File: src/rtl/mux_4bits.sv
// rtl/mux_4bits.sv - 4:1 data mux with one-hot select decode and an enabled output register
// Combinational y/sel_oh ignore clk, rst and en; y_q/chg are the only registered state.
module mux_4bits #(
  parameter int unsigned WIDTH = 4,
  parameter logic [WIDTH-1:0] RST_VAL = '0
) (
  input  logic             clk,
  input  logic             rst,
  input  logic [WIDTH-1:0] a,
  input  logic [WIDTH-1:0] b,
  input  logic [WIDTH-1:0] c,
  input  logic [WIDTH-1:0] d,
  input  logic [1:0]       sel,
  input  logic             en,
  output logic [WIDTH-1:0] y,
  output logic [WIDTH-1:0] y_q,
  output logic [3:0]       sel_oh,
  output logic             chg
);

  // Nested ternaries rather than a case so an X on sel propagates to y instead of being masked.
  always_comb begin
    y      = sel[1] ? (sel[0] ? d : c) : (sel[0] ? b : a);
    sel_oh = 4'b0001 << sel;
  end

  always_ff @(posedge clk or posedge rst) begin
    if (rst) begin
      y_q <= RST_VAL;
      chg <= 1'b0;
    end else begin
      chg <= en && (y != y_q);
      if (en) begin
        y_q <= y;
      end
    end
  end

endmodule

File: config.mk
export PLATFORM = sky130hd
export DESIGN_NAME = mux_4bits
export DESIGN_NICKNAME = d
export VERILOG_FILES = /design/src/rtl/mux_4bits.sv
export SDC_FILE = /design/constraint.sdc
export NUM_CORES = 1
export LEC_CHECK = 0
export CAP_MARGIN = 20
export CORE_MARGIN = 4
export CORE_UTILIZATION = 25
export CTS_CLUSTER_DIAMETER = 50
export DETAILED_ROUTE_END_ITERATION = 10
export PLACE_DENSITY = 0.68
export RECOVER_POWER = 50
export SLEW_MARGIN = 15
export SYNTH_ARGS = -nofsm -noshare
export SYNTH_HDL_FRONTEND = slang
export SYNTH_SLANG_ARGS = --single-unit
File: constraint.sdc
create_clock -name clk -period 1.63 [get_ports clk]
set_input_delay 0.326 -clock clk [delete_from_list [all_inputs] [get_ports clk]]
set_output_delay 0.326 -clock clk [all_outputs]
set_load 0.01 [all_outputs]
======== Word level (Yosys, flattened, before mapping) ========
Cells that the tools add are included.
cells by class
  equality and inequality tests ........... 1
  multiply operators ...................... 0
  add/subtract/negate cells ............... 0
  shift-type cells ........................ 1
  muxes and demuxes ....................... 3
  reduce and logical (&&, ||, !) cells .... 1
  $lt $le $gt $ge ......................... 0
  bitwise operators ....................... 0
  div/mod/pow operators ................... 0
operators by type and width
  cell                 count
  $mux 4               3
  $ne 4x4->1           1
  $shl 1x2->4 const A  1
  $logic_and 1x1->1    1
word-level totals
  bits in latches ......................... 0
  flip-flop bits (word level) ............. 5
  input bits .............................. 21
  bits in writable memories ............... 0
  output and inout bits ................... 13
  memories ................................ 0
  memory bits (read-only) ................. 0
  logic and storage cells ................. 8

======== Longest topological paths before layout ========
  word-level depth ........................ 4
  mapped depth ............................ 4
  depth with buffers taken out ............ 3

======== Worst setup path before layout ========
OpenSTA, ideal clock, no wires.
  kind .................................... in2reg
  from .................................... input sel[0]
  to ...................................... register chg
  cell stages on the path ................. 4
  slack ................................... -0.046 ns
  data required time ...................... 1.501 ns
  data arrival time ....................... 1.547 ns
  path buffers ............................ 1
  cells stage by stage .................... buf_6 mux4_2 xor2_1 o41a_1
on the way
  cells in the longest elaborated chain, start to end .. 4
  elaborated cells on any way between the ends .. 5
  those cells by class .................... 1 x eq/ne; 3 x mux; 1 x reduce/logical
RTL lines
  item                  line  source
  from (decl)           13    input logic [1:0] sel,
  $mux 4                23    y = sel[1] ? (sel[0] ? d : c) : (sel[0] ? b : a);
  $mux 4 *              23
  named net y[0]        15    output logic [WIDTH-1:0] y,
  $ne 4x4->1 *          32    chg <= en && (y != y_q);
  $logic_and 1x1->1 *   32
  to (signal assigned)  32
  to (decl)             18    output logic chg
The timed path passes the listed nets; every way through them passes the cells marked *.
A chain may end at the register's enable or synchronous reset.

======== Worst setup path in the final report ========
  from .................................... input d[0]
  to ...................................... output y[0]
on the way
  cells in the longest elaborated chain, start to end .. 2
RTL lines
  item                 line  source
  from (decl)          12    input logic [WIDTH-1:0] d,
  $mux 4 (2 in a row)  23
  to (decl)            15
No other way between the ends.

==> flow_summary.json <==
{
  "status": "completed",
  "final_common_cell": "dlygate4sd2_1",
  "synth_xor_xnor_area_share_pct": 10.0,
  "cts-root-buf": "clkbuf_4",
  "ys_types": 12,
  "vias_per_cell": 4.62,
  "synth_top_area_share_pct": 35.8,
  "synth-compound-area-share_pct": 3.23,
  "arrival_ps": 1270,
  "grt_max_degree": 7,
  "multi_input_area_sq_um": 205,
  "clk_path_buf_depth": 2,
  "max_freq_ghz": 0.627,
  "crit_required_ps": 1300,
  "period_needed_ps": 1600,
  "finalMaxSlewViolations": 0,
  "cts_sinks": 5,
  "fp.coreArea_sq_um": 1300,
  "row_count": 13,
  "cts_buffers": 3,
  "fin_ws_ps": 34.4,
  "setup_viol": 0,
  "hold_class": "in -> async",
  "drt_iter0_markers": 0,
  "drv_cap": 0,
  "endpoint_kind": "output port",
  "place_congestion": 0.627,
  "synth_top_family_by_area": "multiplexers",
  "critPathLaunchType": "input pin",
  "track_usage_pct": 11.1,
  "die_h_um": 45.4,
  "power.total_w": 0.000508,
  "period_share_pct": 97.9,
  "ir_worst_vdd_mv": 0.259,
  "hpwl_um": 885,
  "num_vias": 374,
  "dr.pass1.iters": 1,
  "antenna_found_initial": 0,
  "pre_cts_ws_ps": -746,
  "mostFrequentLayoutCells": "dlygate4sd2_1, clkdlybuf4s50_1, buf_6",
  "slew_headroom_pct": 84.8,
  "crit_fanout": 2,
  "tightestPinTransition_ps": 227,
  "grt_pass1_wl_mm": 1.52,
  "place_area_sq_um": 728,
  "synth-seq-cells": 5,
  "start_util_pct": 26.8,
  "htree_levels": 1,
  "die_area_sq_um": 2060,
  "layout-drive-gt1-share_pct": 33.3,
  "grt_pass1_vias": 401,
  "num-fill-cells": 126,
  "ant_nets": 0,
  "clock_latency_ps": 240,
  "power.density_nw_per_um2": 686,
  "p_leak_nw": 0.343,
  "crit_type": "in -> out",
  "drt-total-wl_mm": 1.01,
  "synthMuxAreaShare_pct": 39.8,
  "skew_ps": 0.355,
  "yosys.area_share.simple_pct": 6.81,
  "yosys.area.top_type": "dfrtp_1",
  "avgSynthCellArea_sq_um": 14.5,
  "synth_seq_area_share_pct": 35.8,
  "syn_inst": 24,
  "nNetsFinal": 88,
  "wire_per_inst_um": 12.4,
  "cts.clk_slew.worst_paths_ps": 40,
  "antenna_cells": 0,
  "synth_area_leaders": "dfrtp_1, mux4_2, mux2_2",
  "grt_overflow": 0,
  "regArea_sq_um": 125,
  "synth.net_count": 45,
  "yosysWarnings": 0,
  "drcViolationCount": 0,
  "area_growth_pct": 112,
  "finalInstanceArea_sq_um": 741,
  "cts_tree": "done",
  "port_buffers": 33,
  "pin_count": 34,
  "synth_adder_area_share_pct": 0,
  "hold_viol_final": 0,
  "syn-cell-area_sq_um": 349,
  "final_util_pct": 56.9,
  "fp.dieW_um": 45.4
}
kinds of logic (layout without fill, tap and decap cells):
logic type / count (synthesis) / in the layout
flops: 5 / 5
xor+xnor: 4 / 4
compound gates: 1 / 1
mux: 8 / 8
simple gates: 4 / 4
buf+inv: 2 / 44
timing repair:
| item | 4_1_cts | 5_1_grt |
|---|---|---|
| setup buffers | 0 | 1 |
| pin swaps | 1 | 1 |
| hold buffers | 0 | 0 |
| resized for setup | 47 | 8 |
| endpoints found under the setup margin | 13 | 2 |
cell usage after synthesis, drive strengths merged:
cell type  n
dfrtp      5
mux2       4
mux4       4
xor2       4
and2       1
and2b      1
buf        1
inv        1
nor2       1
nor2b      1
o41a       1
stage by stage:
stage,hold WS [ps],instances,TNS [ps]
4_1_cts,294,81,0
5_1_grt,450,81,-6.20
3_5_place_dp,544,77,-7440
2_1_floorplan,105,24,-37.9
3_3_place_gp,541,77,-7260
6_report,431,81,0
layout make-up:
class / count / share of cell area [%]
Tap cell: 15 / 2.53
Inverter: 1 / 0.507
Multi-Input combinational cell: 17 / 27.7
Sequential cell: 5 / 16.9
Clock buffer: 4 / 3.55
Timing Repair Buffer: 39 / 48.8
metal layers:
| metal | routed length [um] | GRT usage, % |
|---|---|---|
| met3 | 236 | 8.37 |
| met1 | 349 | 10.3 |
| met2 | 406 | 16.1 |
| met4 | 14 | 8.77 |
| met5 | 0 | 0 |
worst paths after layout:
kind / start / slack (ps) / endpoint / cells after the start
max in group asynchronous: rst / 1030 / chg$_DFF_PP0_ / 2
hold reg to reg: y_q[3]$_DFFE_PP0P_ / 550 / y_q[3]$_DFFE_PP0P_ / 1
setup / recovery: d[0] / 30 / y[0] / 3
hold / removal: rst / 430 / y_q[1]$_DFFE_PP0P_ / 2
min in group clk: y_q[3]$_DFFE_PP0P_ / 550 / y_q[3]$_DFFE_PP0P_ / 1
setup reg to reg: y_q[2]$_DFFE_PP0P_ / 540 / chg$_DFF_PP0_ / 2
where the power goes:
group,internal (W),switching [W],leakage (nW),total [W]
clock network,0.0000924,0.0000491,0.0150,0.000142
registers,0.000142,0.0000134,0.0586,0.000156
logic,0.000137,0.0000738,0.269,0.000211
state kept, by name, indices dropped and copies added, names as in the netlist:
register,cells
chg,1
y_q,4
worst max-delay path, stage by stage:
cell,delay [ps]
dlygate4sd2_1,220
mux4_2,470
clkdlybuf4s15_2,240
Power figures use the tool's default switching activity.
